===== src/rtl/tone_direction_decoder.sv =====
// -----------------------------------------------------------------------------
// tone_direction_decoder
//
// Purpose:
//   Answers the drive controller's junction tone request. While
//   enableToneDetection is high the rising edges of the microphone comparator
//   output are counted over fixed windows. Each window count is classified
//   into a direction code, and once the same in-band code has been seen for
//   CONFIRM consecutive windows it is latched onto toneDir. The code is held
//   until the request is withdrawn.
//
// Ports:
//   clk                  in   1      system clock
//   rst                  in   1      asynchronous, active-high reset
//   toneIn               in   1      comparator square wave, asynchronous to clk
//   enableToneDetection  in   1      request level from the drive controller
//   toneDir              out  3      HOLD=0 FORWARD=1 LEFT=2 RIGHT=3 REVERSE=4 STOP=5
//   lastCount            out  CNT_W  edge count of the most recently completed window
//   decState             out  2      IDLE=0 MEASURE=1 DECIDED=2
// -----------------------------------------------------------------------------
module tone_direction_decoder #(
  parameter int WINDOW_CYCLES = 5_000_000,
  parameter int CNT_W         = 16,
  parameter int BAND_FWD      = 100,
  parameter int BAND_LEFT     = 200,
  parameter int BAND_RIGHT    = 300,
  parameter int BAND_REV      = 400,
  parameter int BAND_STOP     = 500,
  parameter int TOL           = 20,
  parameter int CONFIRM       = 2
) (
  input  logic             clk,
  input  logic             rst,
  input  logic             toneIn,
  input  logic             enableToneDetection,
  output logic [2:0]       toneDir,
  output logic [CNT_W-1:0] lastCount,
  output logic [1:0]       decState
);

  // ---------------------------------------------------------------------------
  // Types and derived constants
  // ---------------------------------------------------------------------------
  typedef enum logic [1:0] {
    ST_IDLE    = 2'd0,
    ST_MEASURE = 2'd1,
    ST_DECIDED = 2'd2
  } state_t;

  typedef enum logic [2:0] {
    TD_HOLD    = 3'd0,
    TD_FORWARD = 3'd1,
    TD_LEFT    = 3'd2,
    TD_RIGHT   = 3'd3,
    TD_REVERSE = 3'd4,
    TD_STOP    = 3'd5
  } dir_t;

  localparam int WIN_W    = (WINDOW_CYCLES > 1) ? $clog2(WINDOW_CYCLES) : 1;
  localparam int STREAK_W = (CONFIRM > 0) ? $clog2(CONFIRM + 1) : 1;

  localparam logic [WIN_W-1:0]    WIN_LAST    = WIN_W'(WINDOW_CYCLES - 1);
  localparam logic [CNT_W-1:0]    CNT_MAX     = '1;
  localparam logic [STREAK_W-1:0] STREAK_DONE = STREAK_W'(CONFIRM);

  // ---------------------------------------------------------------------------
  // Classification: bands are tested in ascending order so that, should two
  // bands ever be configured to touch, the lower direction wins.
  // ---------------------------------------------------------------------------
  function automatic logic in_band(input int count, input int centre);
    return (count >= centre - TOL) && (count <= centre + TOL);
  endfunction

  function automatic dir_t classify(input logic [CNT_W-1:0] count);
    int c;
    c = int'(count);
    if      (in_band(c, BAND_FWD))   return TD_FORWARD;
    else if (in_band(c, BAND_LEFT))  return TD_LEFT;
    else if (in_band(c, BAND_RIGHT)) return TD_RIGHT;
    else if (in_band(c, BAND_REV))   return TD_REVERSE;
    else if (in_band(c, BAND_STOP))  return TD_STOP;
    else                             return TD_HOLD;
  endfunction

  // ---------------------------------------------------------------------------
  // Registers
  // ---------------------------------------------------------------------------
  logic                r_sync1;
  logic                r_sync2;
  logic                r_sync3;       // previous synchronized level (edge register)
  state_t              r_state;
  logic [WIN_W-1:0]    r_win_cnt;
  logic [CNT_W-1:0]    r_edge_cnt;
  dir_t                r_cand;
  logic [STREAK_W-1:0] r_streak;
  dir_t                r_tone_dir;
  logic [CNT_W-1:0]    r_last_count;

  // ---------------------------------------------------------------------------
  // Combinational signals
  // ---------------------------------------------------------------------------
  logic                w_rise;
  logic                w_window_done;
  logic [CNT_W-1:0]    w_count_final;
  dir_t                w_code;
  logic [STREAK_W-1:0] w_streak_new;
  dir_t                w_cand_new;

  state_t              w_state_nxt;
  logic [WIN_W-1:0]    w_win_nxt;
  logic [CNT_W-1:0]    w_edge_nxt;
  dir_t                w_cand_nxt;
  logic [STREAK_W-1:0] w_streak_nxt;
  dir_t                w_dir_nxt;
  logic [CNT_W-1:0]    w_last_nxt;

  // ---------------------------------------------------------------------------
  // Input path: two-flop synchronizer followed by a registered edge detect.
  // A rising toneIn is first seen by r_sync1, reaches r_sync2 one edge later,
  // and the count register captures it on the third edge.
  // ---------------------------------------------------------------------------
  // NOTE: sequential state uses non-blocking (<=) so every flop samples the
  // pre-edge value of its neighbours; blocking here would collapse the chain.
  always_ff @(posedge clk or posedge rst) begin
    if (rst) begin
      r_sync1 <= 1'b0;
      r_sync2 <= 1'b0;
      r_sync3 <= 1'b0;
    end else begin
      r_sync1 <= toneIn;
      r_sync2 <= r_sync1;
      r_sync3 <= r_sync2;
    end
  end

  assign w_rise        = r_sync2 & ~r_sync3;
  assign w_window_done = (r_win_cnt == WIN_LAST);

  // Count including an edge arriving on this very cycle; sticks at CNT_MAX.
  assign w_count_final = (w_rise && (r_edge_cnt != CNT_MAX))
                         ? r_edge_cnt + CNT_W'(1)
                         : r_edge_cnt;

  assign w_code = classify(w_count_final);

  // Candidate/streak update applied at the end of each window.
  always_comb begin
    // NOTE: every combinational output gets a default before any branch;
    // a path that leaves one unassigned would infer a latch.
    w_cand_new   = r_cand;
    w_streak_new = r_streak;
    if (w_code == TD_HOLD) begin
      w_cand_new   = TD_HOLD;
      w_streak_new = '0;
    end else if (w_code == r_cand) begin
      w_streak_new = r_streak + STREAK_W'(1);
    end else begin
      w_cand_new   = w_code;
      w_streak_new = STREAK_W'(1);
    end
  end

  // ---------------------------------------------------------------------------
  // Next-state and datapath logic
  // ---------------------------------------------------------------------------
  always_comb begin
    w_state_nxt  = r_state;
    w_win_nxt    = r_win_cnt;
    w_edge_nxt   = r_edge_cnt;
    w_cand_nxt   = r_cand;
    w_streak_nxt = r_streak;
    w_dir_nxt    = r_tone_dir;
    w_last_nxt   = r_last_count;

    if (!enableToneDetection) begin
      // Withdrawal wins over anything else happening this cycle, including a
      // window that would have confirmed a decision.
      w_state_nxt = ST_IDLE;
      w_dir_nxt   = TD_HOLD;
    end else begin
      unique case (r_state)
        ST_IDLE: begin
          // Fresh measurement: nothing from a previous request carries over.
          w_state_nxt  = ST_MEASURE;
          w_win_nxt    = '0;
          w_edge_nxt   = '0;
          w_cand_nxt   = TD_HOLD;
          w_streak_nxt = '0;
          w_dir_nxt    = TD_HOLD;
        end

        ST_MEASURE: begin
          if (w_window_done) begin
            w_last_nxt   = w_count_final;
            w_cand_nxt   = w_cand_new;
            w_streak_nxt = w_streak_new;
            // The next window starts on the following cycle with no gap.
            w_win_nxt    = '0;
            w_edge_nxt   = '0;
            if (w_streak_new == STREAK_DONE) begin
              w_state_nxt = ST_DECIDED;
              w_dir_nxt   = w_code;
            end
          end else begin
            w_win_nxt  = r_win_cnt + WIN_W'(1);
            w_edge_nxt = w_count_final;
          end
        end

        ST_DECIDED: begin
          // Decision held; counters frozen until the request is withdrawn.
        end

        default: begin
          w_state_nxt = ST_IDLE;
          w_dir_nxt   = TD_HOLD;
        end
      endcase
    end
  end

  // ---------------------------------------------------------------------------
  // State and datapath registers
  // ---------------------------------------------------------------------------
  always_ff @(posedge clk or posedge rst) begin
    if (rst) begin
      r_state      <= ST_IDLE;
      r_win_cnt    <= '0;
      r_edge_cnt   <= '0;
      r_cand       <= TD_HOLD;
      r_streak     <= '0;
      r_tone_dir   <= TD_HOLD;
      r_last_count <= '0;
    end else begin
      r_state      <= w_state_nxt;
      r_win_cnt    <= w_win_nxt;
      r_edge_cnt   <= w_edge_nxt;
      r_cand       <= w_cand_nxt;
      r_streak     <= w_streak_nxt;
      r_tone_dir   <= w_dir_nxt;
      r_last_count <= w_last_nxt;
    end
  end

  // ---------------------------------------------------------------------------
  // Outputs
  // ---------------------------------------------------------------------------
  assign toneDir   = r_tone_dir;
  assign lastCount = r_last_count;
  assign decState  = r_state;

endmodule


===== config.mk =====
export PLATFORM = sky130hd
export DESIGN_NAME = tone_direction_decoder
export DESIGN_NICKNAME = d
export VERILOG_FILES = /design/src/rtl/tone_direction_decoder.sv
export SDC_FILE = /design/constraint.sdc
export NUM_CORES = 1
export LEC_CHECK = 0
export ABC_AREA = 1
export CAP_MARGIN = 10
export CORE_ASPECT_RATIO = 2
export CORE_UTILIZATION = 50
export CTS_BUF_LIST = sky130_fd_sc_hd__clkbuf_16
export DETAILED_ROUTE_END_ITERATION = 16
export PLACE_DENSITY = 0.7
export SLEW_MARGIN = 0
export SYNTH_ARGS = -nofsm -noshare
export SYNTH_HDL_FRONTEND = slang
export SYNTH_SLANG_ARGS = --single-unit

===== constraint.sdc =====
create_clock -name clk -period 3 [get_ports clk]
set_input_delay 0.6 -clock clk [delete_from_list [all_inputs] [get_ports clk]]
set_output_delay 0.6 -clock clk [all_outputs]
set_load 0.01 [all_outputs]

Word level (Yosys, flattened, before mapping):

Index checks and enable logic that the tools add are counted.

* bits in registers: 68
* logic and storage cells: 76
* output and inout port bits: 21

* order comparisons: 10
* reductions and logical operators: 14
* add/sub/neg operators: 3
* bitwise gates (word level): 2
* mux-type cells: 26
* equality and inequality tests: 11

Operators by type and width (number)
* 16-bit by 9-bit greater-or-equal comparator with 1-bit output (second input constant): 3
* 23-bit one-hot mux with 2 select lines: 1
* 3-bit two-way mux: 11
* 16-bit by 9-bit less-or-equal comparator with 1-bit output (second input constant): 2
* 16-bit two-way mux: 2
* 16-bit one-hot mux with 2 select lines: 1
* 23-bit by 1-bit adder with 23-bit output (second input constant): 1
* 23-bit equality test (second input constant): 1
* 23-bit two-way mux: 1
* 16-bit by 1-bit adder with 16-bit output (second input constant): 1
* 16-bit by 7-bit greater-or-equal comparator with 1-bit output (second input constant): 1
* 16-bit by 8-bit greater-or-equal comparator with 1-bit output (second input constant): 1
* 16-bit by 10-bit less-or-equal comparator with 1-bit output (second input constant): 1
* 16-bit by 7-bit less-or-equal comparator with 1-bit output (second input constant): 1
* 16-bit by 8-bit less-or-equal comparator with 1-bit output (second input constant): 1
* 16-bit inequality test (second input constant): 1
* 2-bit two-way mux: 6
* 3-bit one-hot mux with 2 select lines: 2
* 3-bit inequality test (second input constant): 3
* 3-bit AND reduction: 3
* 1-bit logical AND: 6
* 2-bit one-hot mux with 3 select lines: 1
* 2-bit equality test (second input constant): 2
* 2-bit inequality test (second input constant): 2
* other kinds (11): 11

Longest topological paths before layout:

Gate-level depths: netlist of the first run.

* depth after elaboration: 19
* mapped depth: 26
* mapped depth without buffers: 25

Least setup slack after synthesis of the first run:

No wires, ideal clock.

* kind: register to register
* start point: reg r_edge_cnt[0]
* end point: reg r_state[0] (netlist: decState[0])
* setup time: 0.118 ns
* required time: 2.882 ns
* slack: 0.415 ns
* arrival time: 2.467 ns
* buffers on the path: 1
* cell stages (with the launch flop): 25
* cells stage by stage: dfrtp_1 > ha_1 > nand2_2 > nor2_4 > nand2_2 > inv_2 > nand2_4 > nand2_4 > buf_12 > nand2_1 > nand2_1 > nor2_1 > nand2_2 > inv_1 > nand2_1 > nor2_1 > nand2_2 > nand3_1 > nand2_2 > nor2_4 > nand4_1 > nand2_1 > nand2_1 > nand2_1 > nand2_1

* cells in the longest elaborated chain, start to end: 16
* elaborated cells between the ends (all ways): 31
* classes of those cells: add/sub: 1; order compare: 10; eq/ne: 4; mux: 8; reduce/logical: 8

Ends and longest elaborated chain
* from (decl): RTL line 93 `logic [CNT_W-1:0] r_edge_cnt;`
* from (signal assigned): RTL line 237 `r_edge_cnt <= w_edge_nxt;`
* branches (longest 2 deep; another with 16-bit by 1-bit adder with 16-bit output)
* 16-bit two-way mux *: RTL line 141 `? r_edge_cnt + CNT_W'(1)`
* 16-bit by 9-bit greater-or-equal comparator with 1-bit output or 16-bit by 10-bit less-or-equal comparator with 1-bit output (tied branches): RTL line 71 `return (count >= centre - TOL) && (count <= centre + TOL);`
* 1-bit logical AND: RTL line 71
* 3-bit two-way mux: RTL line 81 `else if (in_band(c, BAND_STOP)) return TD_STOP;`
* 3-bit two-way mux: RTL line 80 `else if (in_band(c, BAND_REV)) return TD_REVERSE;`
* 3-bit two-way mux: RTL line 79 `else if (in_band(c, BAND_RIGHT)) return TD_RIGHT;`
* 3-bit two-way mux: RTL line 78 `else if (in_band(c, BAND_LEFT)) return TD_LEFT;`
* 3-bit two-way mux *: RTL line 77 `if (in_band(c, BAND_FWD)) return TD_FORWARD;`
* 3-bit equality test: RTL line 155 `end else if (w_code == r_cand) begin`
* 2-bit two-way mux: RTL line 155
* 2-bit two-way mux *: RTL line 152 `if (w_code == TD_HOLD) begin`
* 2-bit equality test *: RTL line 200 `if (w_streak_new == STREAK_DONE) begin`
* 3-bit inequality test (no line) *
* 3-bit AND reduction (no line) *
* to (signal assigned): RTL line 235 `r_state <= w_state_nxt;`
* to (decl): RTL line 91 `state_t r_state;`

Mark *: on every way between the ends.
A chain may end at the register's enable or synchronous reset.

Worst setup path in the final report of the first run:

* start point: reg r_edge_cnt[1]
* end point: reg r_tone_dir[0] (netlist: toneDir[0])

* cells in the longest elaborated chain, start to end: 16
* elaborated cells between the ends (all ways): 35
* classes of those cells: add/sub: 1; order compare: 10; eq/ne: 4; mux: 12; reduce/logical: 8

Ends and longest elaborated chain
* branches (longest 2 deep; another with 16-bit by 1-bit adder with 16-bit output)
* 16-bit two-way mux *: RTL line 141
* 16-bit by 9-bit greater-or-equal comparator with 1-bit output or 16-bit by 10-bit less-or-equal comparator with 1-bit output (tied branches): RTL line 71
* 1-bit logical AND: RTL line 71
* 3-bit two-way mux: RTL line 81
* 3-bit two-way mux: RTL line 80
* 3-bit two-way mux: RTL line 79
* 3-bit two-way mux: RTL line 78
* 3-bit two-way mux *: RTL line 77
* 3-bit equality test: RTL line 155
* 2-bit two-way mux: RTL line 155
* 2-bit two-way mux: RTL line 152
* 2-bit equality test: RTL line 200
* 3-bit inequality test (no line)
* 3-bit AND reduction (no line)
* to (signal assigned): RTL line 240 `r_tone_dir <= w_dir_nxt;`
* to (decl): RTL line 96 `dir_t r_tone_dir;`

Mark *: on every way between the ends. The select of a mux whose other input is x is not followed.

==> results of run 1 <==
[final cells by class]
type                    instances  area, um^2  area share (%)
inverters                      81       306.5           5.696
repair buffers                 52       483.0           8.975
clock inverters                 7       91.34           1.697
well taps                      98       122.6           2.279
multi-input cells             458        2449           45.50
flip-flops and latches         68        1704           31.67
clock buffers                   9       225.2           4.185
[how the worst max path moves through the flow]
stage                        from     endpoint  depth (start not counted)
floorplan           r_edge_cnt[0]  decState[0]                         24
global placement    r_edge_cnt[1]   toneDir[0]                         21
detailed placement  r_edge_cnt[1]  decState[0]                         21
CTS                 r_edge_cnt[1]  decState[0]                         21
global route        r_edge_cnt[1]   toneDir[0]                         25
finish              r_edge_cnt[1]   toneDir[0]                         20
[kinds of logic (layout without fill, tap and decap cells)]
logic type | count (synthesis) | after routing
AND/OR/NAND/NOR | 378 | 379
buffers and inverters | 91 | 149
AO/OA/AOI/OAI | 71 | 71
flip-flops | 68 | 68
XOR/XNOR | 6 | 6
adder cells (fa/ha/maj) | 2 | 2
[report_power, final]
part	internal [W]	switching [W]
logic	0.000193	0.000382
registers	0.000963	0.0000399
clock network	0.000724	0.000416
[what timing repair did]
item                       in CTS  in global routing
gates cloned                    0                  1
gates resized for setup         0                 49
pin swaps                       1                 20
setup buffers                   4                 10
setup endpoints to repair       9                 10
[synth_stat cells, types with 5 or more instances]
cell type                  count
sky130_fd_sc_hd__nor3_1       10
sky130_fd_sc_hd__nand2_1     168
sky130_fd_sc_hd__nor2_4        8
sky130_fd_sc_hd__o22ai_1      18
sky130_fd_sc_hd__inv_2         5
sky130_fd_sc_hd__nand3_1      35
sky130_fd_sc_hd__nor2_1       80
sky130_fd_sc_hd__nor4_1        7
sky130_fd_sc_hd__clkbuf_1      7
sky130_fd_sc_hd__nor2_2        6
sky130_fd_sc_hd__dfrtp_1      68
sky130_fd_sc_hd__nor3b_1       5
sky130_fd_sc_hd__nand4_1      24
sky130_fd_sc_hd__a21oi_1      14
sky130_fd_sc_hd__nand2_2      22
sky130_fd_sc_hd__inv_1        75
sky130_fd_sc_hd__o21ai_0      25
sky130_fd_sc_hd__nand2_4       9
[layout by cell type, fill, tap and decap left out, types with 3 or more instances in the layout]
cell                              instances
sky130_fd_sc_hd__nand2_4                 12
sky130_fd_sc_hd__o21ai_0                 25
sky130_fd_sc_hd__nor2_1                  68
sky130_fd_sc_hd__o21ai_1                  3
sky130_fd_sc_hd__nor2_2                  11
sky130_fd_sc_hd__inv_2                    6
sky130_fd_sc_hd__a31oi_1                  4
sky130_fd_sc_hd__clkdlybuf4s50_1         24
sky130_fd_sc_hd__a21oi_1                 12
sky130_fd_sc_hd__xor2_1                   4
sky130_fd_sc_hd__clkbuf_16                9
sky130_fd_sc_hd__buf_4                   24
sky130_fd_sc_hd__dfrtp_1                 66
sky130_fd_sc_hd__nand3_1                 34
sky130_fd_sc_hd__inv_1                   73
sky130_fd_sc_hd__nand2_1                158
sky130_fd_sc_hd__nor4_1                   7
sky130_fd_sc_hd__nand2_2                 27
sky130_fd_sc_hd__nor3_1                  10
sky130_fd_sc_hd__nor2_4                  16
sky130_fd_sc_hd__o22ai_1                 18
sky130_fd_sc_hd__nor3b_1                  5
sky130_fd_sc_hd__nand4_1                 24
[sequential cells by signal, summed over array words and instances (netlist names)]
name / flops
r_sync1: 1
lastCount: 16
r_win_cnt: 23
decState: 2
r_sync3: 1
r_streak: 2
toneDir: 3
r_cand: 3
r_edge_cnt: 16
r_sync2: 1
[critical path, stage by stage (launching register included)]
cell and delay, ns:
sky130_fd_sc_hd__dfrtp_1 0.38, sky130_fd_sc_hd__ha_2 0.20, sky130_fd_sc_hd__nand2_2 0.07, sky130_fd_sc_hd__nor2_4 0.16
sky130_fd_sc_hd__nand2_4 0.09, sky130_fd_sc_hd__nor2_4 0.17, sky130_fd_sc_hd__nor2_4 0.08, sky130_fd_sc_hd__buf_4 0.16
sky130_fd_sc_hd__nand2_2 0.06, sky130_fd_sc_hd__nand2_2 0.10, sky130_fd_sc_hd__nor2_2 0.12, sky130_fd_sc_hd__nand4_1 0.18
sky130_fd_sc_hd__nor2_2 0.16, sky130_fd_sc_hd__nand2_2 0.10, sky130_fd_sc_hd__nand3_2 0.09, sky130_fd_sc_hd__nand2_2 0.07
sky130_fd_sc_hd__nor2_4 0.14, sky130_fd_sc_hd__nand3_4 0.11, sky130_fd_sc_hd__nor2_4 0.15, sky130_fd_sc_hd__nand4_1 0.12
sky130_fd_sc_hd__nand2_1 0.09
[through the flow]
step                TNS (ns)  worst slack, ns
detailed placement   -0.3354         -0.07465
floorplan                  0           0.4148
global route         -0.1460         -0.04811
CTS                        0          0.05592
finish                     0           0.1297
global placement           0          0.05228
[metal layers]
layer  wire length (um)  track usage, %  vias up
met1               4359           27.92     1986
met5                  0               0        -
met3                314           5.187       31
met2               7232           54.14       69
met4                444           14.24        0
li1                   -               -     2101
==> results.cfg, run 1 <==
[logic_synthesis]
count_of_flip_flops_with_a_built_in_enable_after_synthesis = 0
post_synthesis_net_count = 622
post_synth_arst_share_pct = 100.0
yosys_warnings = 0
post_synthesis_simple_gate_area_fraction_pct = 41.37
synth_cell_types = 36
synth_adder_area_share_pct = 0.5754
synth_top_family_by_area = simple AND/OR/NAND/NOR gates
synthDominantCellAreaShare_pct = 39.13
avgSynthCellArea_um2 = 7.060
yosys.area.top_type = sky130_fd_sc_hd__dfrtp_1
synth_top_flop_cell = sky130_fd_sc_hd__dfrtp_1
postSynthCellCount = 616
yosys-mux-area-fraction_pct = 0
post_synth_instance_area_um2 = 4349
synth_compound_gate_area_share_pct = 9.235
synth.area.top_cells = sky130_fd_sc_hd__dfrtp_1 (39%), sky130_fd_sc_hd__nand2_1 (14%), sky130_fd_sc_hd__nor2_1 (6.9%), sky130_fd_sc_hd__inv_1 (6.5%), sky130_fd_sc_hd__nand3_1 (4.0%)
yosysSeqAreaShare_pct = 39.13
number_of_register_bits_inferred_by_synthesis = 68
synth_xor_xnor_area_share_pct = 1.208

[finish]
finalNonFillerCells = 773
finish.net_count = 676
proportion_of_layout_cells_with_a_drive_suffix_above_1_pct = 19.26
layout.core_utilization_pct = 64.44
antennaDiodeCount = 0
final_area_um2 = 5381
areaGrowthSynthToFinish_pct = 23.73
filler_cell_count = 760

[sta]
layout_worst_path_cycle_share_pct = 95.68
tightest_slew_ns = 0.4969
min_period_ns = 2.870
max_clock_freq_mhz = 348.4
timing.final.setup_violations = 0
timing_max_transition_violations_final = 0
slew_headroom_pct = 66.62
rsz0062_at_grt = true
holdWs_ns = 0.3554
hold_violations = 0
finClkSkew_ns = 0.007224

[setup_path]
reg2reg_slack_ns = 0.13
critPathArrivalTime_ns = 3.15
critical_path.reg2reg.startpoint = r_edge_cnt[1]
crit_path_end_kind = register
crit_required_ns = 3.28
r2r-end = toneDir[0]
critical_path_peak_fanout = 6
timing_worst_setup_path_type = register to register
worst_setup_path_start_kind = register
timing.reg2reg.worst_path_depth = 20

[global_routing]
grt_pass1_vias = 4148
first_pass_grt_wire_length_um = 19320
antenna_found_initial = 0
grt_max_degree = 51
track_usage_pct = 28.79
global_route.overflow_total = 0

[hold_path]
holdPathEnd = r_sync2
worstHoldStart = r_sync1
timing.hold.worst_path_depth = 0
hp-class = register to register

[drt]
drt_drc_violations_left = 0
detail_route.iter0.violations = 223
drt.antenna.violating_nets = 0
detail_route.wl_per_cell_um = 15.98
drtPass1Iterations = 5
wirelength_um = 12350
drt-vias-per-instance = 5.417
vias = 4187

[pwr]
static_leakage_nw = 2.409
power-per-cell-area_nw_per_um2 = 504.8
maximum_ir_drop_on_the_vdd_rail_v = 0.0005415
p_total_w = 0.002717

[floorplan]
core_area_um2 = 8351
std_cell_rows = 47
die_outline_area_um2 = 9098
die_w_um = 67.95
floorplan.initialDensity_pct = 52.08
die_h_um = 133.9
pin_count = 25

[run]
max_cap_viol_count = 0

[clocking]
cts_root_buf = sky130_fd_sc_hd__clkbuf_16
ctsHtreeMaxLevel = 3
clock-sinks = 68
cts.reportedPaths.clkPinSlew_ns = 0.06
hold_buffers = 0
cts_tree = built
clock_latency_ns = 0.34
clk_path_buf_depth = 2
tritoncts.num_buffers = 9

[place]
place_area_um2 = 4765
port_buffers = 24
dp_cells = 742
routabilityCongestion = 0.9228
dpl.hpwl_um = 9099

[outcome]
run_status = finished, final reports clean
(Power assumes the default switching activity.)
==> run 2, diff against run 1 <==
--- a/config.mk
+++ b/config.mk
@@ -6,12 +6,11 @@
 export NUM_CORES = 1
 export LEC_CHECK = 0
 export ABC_AREA = 1
-export CAP_MARGIN = 10
 export CORE_ASPECT_RATIO = 2
 export CORE_UTILIZATION = 50
 export CTS_BUF_LIST = sky130_fd_sc_hd__clkbuf_16
 export DETAILED_ROUTE_END_ITERATION = 16
-export PLACE_DENSITY = 0.7
+export PLACE_DENSITY = 0.71
 export SLEW_MARGIN = 0
 export SYNTH_ARGS = -nofsm -noshare
 export SYNTH_HDL_FRONTEND = slang
==> run 2 against run 1 <==
Compared with the run above:
- routed wire length increased by 3.9%
- hold slack better by 0.022 ns
- setup slack got worse by 0.013 ns
- largest power group unchanged
- highest routed layer unchanged
==> results.cfg, run 2 (synthesized netlist as in run 1, its figures left out) <==
[outcome]
run_status = finished, final reports clean

[pwr]
power.share.clock_pct = 39.2
static_leakage_nw = 2.479
net-switching-power_w = 0.0008509
share_comb_of_total_power_pct = 22.9
power_report.internal_total_w = 0.001815
power-per-cell-area_nw_per_um2 = 483.6
seq_power_share_pct = 37.9
maximum_ir_drop_on_the_vdd_rail_v = 0.0004443
switching_part_of_the_total_pct = 31.92

[floorplan]
floorplan.initialDensity_pct = 52.08
die_h_um = 133.9
core_area_um2 = 8351
std_cell_rows = 47
die_w_um = 67.95
pin_count = 25
die_outline_area_um2 = 9098

[hold_path]
timing.hold.worst_path_depth = 0
worstHoldStart = r_sync1
holdPathEnd = r_sync2
hp-class = register to register

[global_routing]
routing_layer_with_the_top_usage_in_global_route = met2
antenna_found_initial = 0
global_route.overflow_total = 0
first_pass_grt_wire_length_um = 20220
use_met1_pct = 30.46
track_usage_pct = 29.84
globalRouteMet2Util_pct = 52.29
globalRouteMet3Util_pct = 6.037
grt_max_degree = 69
grt_pass1_vias = 4272

[drt]
detail_route.iter0.violations = 406
detail_route.wl_per_cell_um = 16.35
drt_drc_violations_left = 0
wirelength_um = 12840
vias = 4424
drt.antenna.violating_nets = 0
drtPass1Iterations = 5
drt-vias-per-instance = 5.636

[sta]
holdWs_ns = 0.3777
finClkSkew_ns = 0.003989
hold_violations = 0
tightest_slew_ns = 0.5678
rsz0062_at_grt = true
timing_max_transition_violations_final = 0
min_period_ns = 2.883
max_clock_freq_mhz = 346.8
setup_total_negative_slack_ns = 0
layout_worst_path_cycle_share_pct = 96.11
timing.final.setup_violations = 0
slew_headroom_pct = 61.80

[run]
max_cap_viol_count = 0

[setup_path]
cpMaxStageDelayCell = sky130_fd_sc_hd__dfrtp_2
timing.reg2reg.worst_path_depth = 21
critical_path_peak_fanout = 5
reg2reg_slack_ns = 0.12
critical_path_cell_sequence = ha_4 -> nand2_4 -> nor2_4 -> nand2_4 -> nor2_4 -> buf_6 -> nor2_4 -> buf_12 -> nand2_2 -> nand2_4 -> nor2_2 -> nand4_1 -> nor2_2 -> nand2_2 -> nand3_2 -> nand2_2 -> nor2_4 -> nand3_4 -> nor2_4 -> nand4_1 -> nand2_1
timing_worst_setup_path_type = register to register
critical_path.reg2reg.startpoint = r_edge_cnt[0]
crit_required_ns = 3.28
worst_setup_path_start_kind = register
r2r-end = toneDir[2]
critPathArrivalTime_ns = 3.16
cell_mode_on_critical_path = sky130_fd_sc_hd__nor2_4
crit_path_end_kind = register
worst_path_largest_cell_delay_ns = 0.44

[finish]
areaGrowthSynthToFinish_pct = 26.75
finish.net_count = 688
mostFrequentLayoutCells = sky130_fd_sc_hd__nand2_1 (150), sky130_fd_sc_hd__inv_1 (72), sky130_fd_sc_hd__nor2_1 (70)
largest_register_ff_count = 23
proportion_of_layout_cells_with_a_drive_suffix_above_1_pct = 21.83
antennaDiodeCount = 0
largest_register = r_win_cnt
final_common_cell = sky130_fd_sc_hd__nand2_1
final_area_um2 = 5513

[place]
port_buffers = 24
dpl.hpwl_um = 8840
place_area_um2 = 4772
routabilityCongestion = 0.8928

[clocking]
ctsHtreeMaxLevel = 3
clock-sinks = 68
clock_latency_ns = 0.34
cts.reportedPaths.clkPinSlew_ns = 0.06
cts_tree = built
tritoncts.num_buffers = 9
cts_root_buf = sky130_fd_sc_hd__clkbuf_16
clk_path_buf_depth = 2
## run 2: power groups by stage
stage | clock network (W) | logic, W | registers (W)
detailed placement | 0 | 0.000513 | 0.00102
floorplan | 0 | 0.000373 | 0.00101
global placement | 0 | 0.000503 | 0.00102
CTS | 0.00106 | 0.000525 | 0.00100
finish | 0.00104 | 0.000610 | 0.00101
global route | 0.00109 | 0.000671 | 0.00102
## run 2: layout make-up
type                    instances  area, um^2
fillers                       732        2838
multi-input cells             459        2511
inverters                      81       309.0
flip-flops and latches         68        1708
clock inverters                 7       67.56
well taps                      98       122.6
repair buffers                 63       569.3
clock buffers                   9       225.2
## run 2: worst max-delay path: cells and delay by family (launching register included)
kind          cells  cell delay, ns
flops             1            0.44
fa+ha+maj         1            0.17
buf+inv           2            0.27
simple gates     18            1.92
## run 2: worst max-delay path by stage
| stage | from | endpoint | slack (ns) | cells after the start |
|---|---|---|---|---|
| 2_1_floorplan | r_edge_cnt[0] | decState[0] | 0.41 | 24 |
| 3_3_place_gp | r_edge_cnt[0] | toneDir[0] | -0.06 | 23 |
| 3_5_place_dp | r_edge_cnt[0] | toneDir[0] | -0.15 | 21 |
| 4_1_cts | r_edge_cnt[0] | toneDir[0] | 0.001 | 20 |
| 5_1_grt | r_edge_cnt[0] | toneDir[0] | -0.12 | 19 |
| 6_report | r_edge_cnt[0] | toneDir[2] | 0.12 | 21 |
## run 2: metrics by stage
step                std cells  worst slack (ns)  total power [W]  util (%)
floorplan                 616            0.4148         0.001387         -
global placement          743          -0.05858         0.001521     57.15
detailed placement        743           -0.1463         0.001533     57.15
CTS                       763         0.0009792         0.002586     61.39
global route              785           -0.1242         0.002774     66.02
finish                    785            0.1166         0.002666     66.02
## run 2: layer usage
layer  vias to the layer above  routed length (um)
li1                       2125                   -
met1                      2087                4434
met2                       161                7045
met3                        51                 625
met4                         0                 731
met5                         -                   0
## run 2: what timing repair did
item                                    CTS  global route
pin swaps                                 1            32
gates resized for setup                   4            62
hold buffers                              0             0
gates cloned                              1             1
endpoints found under the setup margin   10            10
endpoints found under the hold margin     0             0
setup buffers                             3            21
==> run 3, diff against run 2 <==
--- a/config.mk
+++ b/config.mk
@@ -7,6 +7,7 @@
 export LEC_CHECK = 0
 export ABC_AREA = 1
 export CORE_ASPECT_RATIO = 2
+export CORE_MARGIN = 3
 export CORE_UTILIZATION = 50
 export CTS_BUF_LIST = sky130_fd_sc_hd__clkbuf_16
 export DETAILED_ROUTE_END_ITERATION = 16
==> run 3 against run 2 <==
Compared with the run above:
- clock power up 12%
- setup slack gained 0.024 ns
- combinational power down 3.8%
- non-clock buffer count down 10
- via count decreased by 0.32%
- first-iteration DRC count shrank 3.7%
- critical path depth grew 3
- clock skew grew 0.0016 ns
- register-to-register slack improved by 0.02 ns
- sequential power is essentially flat
- utilization fell by 0.52 points
- count of clock-buffer cells in the layout is the same
- critical endpoint unchanged
- highest routed layer unchanged
==> results.cfg, run 3 (synthesized netlist as in run 1, its figures left out) <==
[outcome]
run_status = finished, final reports clean

[finish]
proportion_of_layout_cells_with_a_drive_suffix_above_1_pct = 21.15
final_common_cell = sky130_fd_sc_hd__nand2_1
mostFrequentLayoutCells = sky130_fd_sc_hd__nand2_1 (149), sky130_fd_sc_hd__inv_1 (72), sky130_fd_sc_hd__nor2_1 (71)
final_area_um2 = 5469
largest_register = r_win_cnt
areaGrowthSynthToFinish_pct = 25.75
layout.core_utilization_pct = 65.49
finish.net_count = 677
largest_register_ff_count = 23
antennaDiodeCount = 0
filler_cell_count = 698

[hold_path]
timing.hold.worst_path_depth = 0
hp-class = register to register

[global_routing]
grt_max_degree = 69
first_pass_grt_wire_length_um = 19910
global_route.overflow_total = 0
track_usage_pct = 26.06
antenna_found_initial = 0
grt_pass1_vias = 4282

[drt]
drt.antenna.violating_nets = 0
drt-vias-per-instance = 5.698
vias = 4410
detail_route.wl_per_cell_um = 16.33
detail_route.iter0.violations = 391
drtPass1Iterations = 5
drt_drc_violations_left = 0
wirelength_um = 12640

[pwr]
power.share.clock_pct = 42.1
maximum_ir_drop_on_the_vdd_rail_v = 0.0004428
switching_part_of_the_total_pct = 31.37
power_report.internal_total_w = 0.001886
power-per-cell-area_nw_per_um2 = 502.6
net-switching-power_w = 0.0008623
seq_power_share_pct = 36.6
share_comb_of_total_power_pct = 21.3
static_leakage_nw = 2.417
p_total_w = 0.002749

[floorplan]
die_outline_area_um2 = 9922
floorplan.initialDensity_pct = 52.08
std_cell_rows = 47
pin_count = 25
die_h_um = 137.9
core_area_um2 = 8351
die_w_um = 71.95

[sta]
min_period_ns = 2.859
slew_headroom_pct = 65.12
finClkSkew_ns = 0.005610
tightest_slew_ns = 0.5184
timing.final.setup_violations = 0
holdWs_ns = 0.3497
timing_max_transition_violations_final = 0
hold_violations = 0
layout_worst_path_cycle_share_pct = 95.31
final.setup.worst_slack_ns = 0.1407
max_clock_freq_mhz = 349.7

[setup_path]
cpMaxStageDelayCell = sky130_fd_sc_hd__dfrtp_1
critical_path_cell_sequence = ha_2 -> nand2_2 -> nor2_4 -> nand2_4 -> nor2_4 -> nor2_4 -> buf_6 -> nand2_1 -> nand2_2 -> nand2_1 -> a21oi_2 -> inv_1 -> nand2_1 -> nand2_1 -> nand2_2 -> nand2_4 -> nand2_1 -> nand2_2 -> nor2_4 -> nand4_1 -> nand2_1 -> nand2_2 -> nand2_1 -> nand2_1
cp_top_family = simple AND/OR/NAND/NOR gates
timing.reg2reg.worst_path_depth = 24
worst_path_largest_cell_delay_ns = 0.41
critical_path_peak_fanout = 5
worst_setup_path_start_kind = register
cell_mode_on_critical_path = sky130_fd_sc_hd__nand2_1
timing_worst_setup_path_type = register to register
critPathArrivalTime_ns = 3.09
crit_required_ns = 3.23
crit_path_end_kind = register
cp_num_buf_inv = 2
critical_path_cell_count = 24

[clocking]
cts_tree = built
clock_latency_ns = 0.34
clk_path_buf_depth = 2
clock-sinks = 68
ctsHtreeMaxLevel = 3
cts.reportedPaths.clkPinSlew_ns = 0.06
cts_root_buf = sky130_fd_sc_hd__clkbuf_16
tritoncts.num_buffers = 9

[run]
max_cap_viol_count = 0

[place]
dpl.hpwl_um = 8682
port_buffers = 24
routabilityCongestion = 0.9404
place_area_um2 = 4787
preCtsSetupSlack_ns = -0.1339
run 3: final cells by class:
type	instances	area [um^2]	share of cell area (%)
multi-input cells	458	2499	45.69
flip-flops and latches	68	1704	31.16
repair buffers	53	511.7	9.357
inverters	81	306.5	5.605
clock buffers	9	225.2	4.118
well taps	98	122.6	2.242
clock inverters	7	100.1	1.830
run 3: path summary, 6_finish.rpt:
| check | startpoint | endpoint | slack, ns |
|---|---|---|---|
| setup reg to reg | r_edge_cnt[1] | toneDir[2] | 0.14 |
| setup / recovery | r_edge_cnt[1] | toneDir[2] | 0.14 |
| min in group asynchronous | rst | r_sync1 | 0.65 |
| hold reg to reg | r_sync1 | r_sync2 | 0.35 |
| max in group asynchronous | rst | r_edge_cnt[5] | 2.02 |
| hold / removal | r_sync1 | r_sync2 | 0.35 |
run 3: worst register-to-register path, delay by kind of cell (launching register included):
kind / cells / cell delay [ns]
adder cells (fa/ha/maj): 1 / 0.21
AND/OR/NAND/NOR: 20 / 1.80
flip-flops: 1 / 0.41
AO/OA/AOI/OAI: 1 / 0.11
buffers and inverters: 2 / 0.22
run 3: power by group through the flow:
stage	combinational [W]	clock, W	sequential (W)
after floorplan	0.000373	0	0.00101
after global placement	0.000491	0	0.00102
after detailed placement	0.000508	0	0.00102
after CTS	0.000524	0.00117	0.00100
after global routing	0.000644	0.00120	0.00101
final	0.000587	0.00116	0.00101
run 3: stage by stage:
| step | std cells | TNS [ns] |
|---|---|---|
| after floorplan | 616 | 0 |
| after global placement | 745 | -0.07911 |
| after detailed placement | 745 | -0.9274 |
| after CTS | 765 | 0 |
| after global routing | 774 | -0.1062 |
| final | 774 | 0 |
run 3: metal layers:
metal	track usage [%]	up-vias	wire, um
met5	0	-	0
met4	19.25	0	922
met1	26.53	2053	4368
met3	4.790	61	608
li1	-	2109	-
met2	46.31	187	6743
run 3: what timing repair did:
item	in CTS	in global routing
pin swaps	1	17
setup endpoints to repair	10	10
cloned	0	2
setup buffers	4	7
resized for setup	2	62
hold buffers	0	0
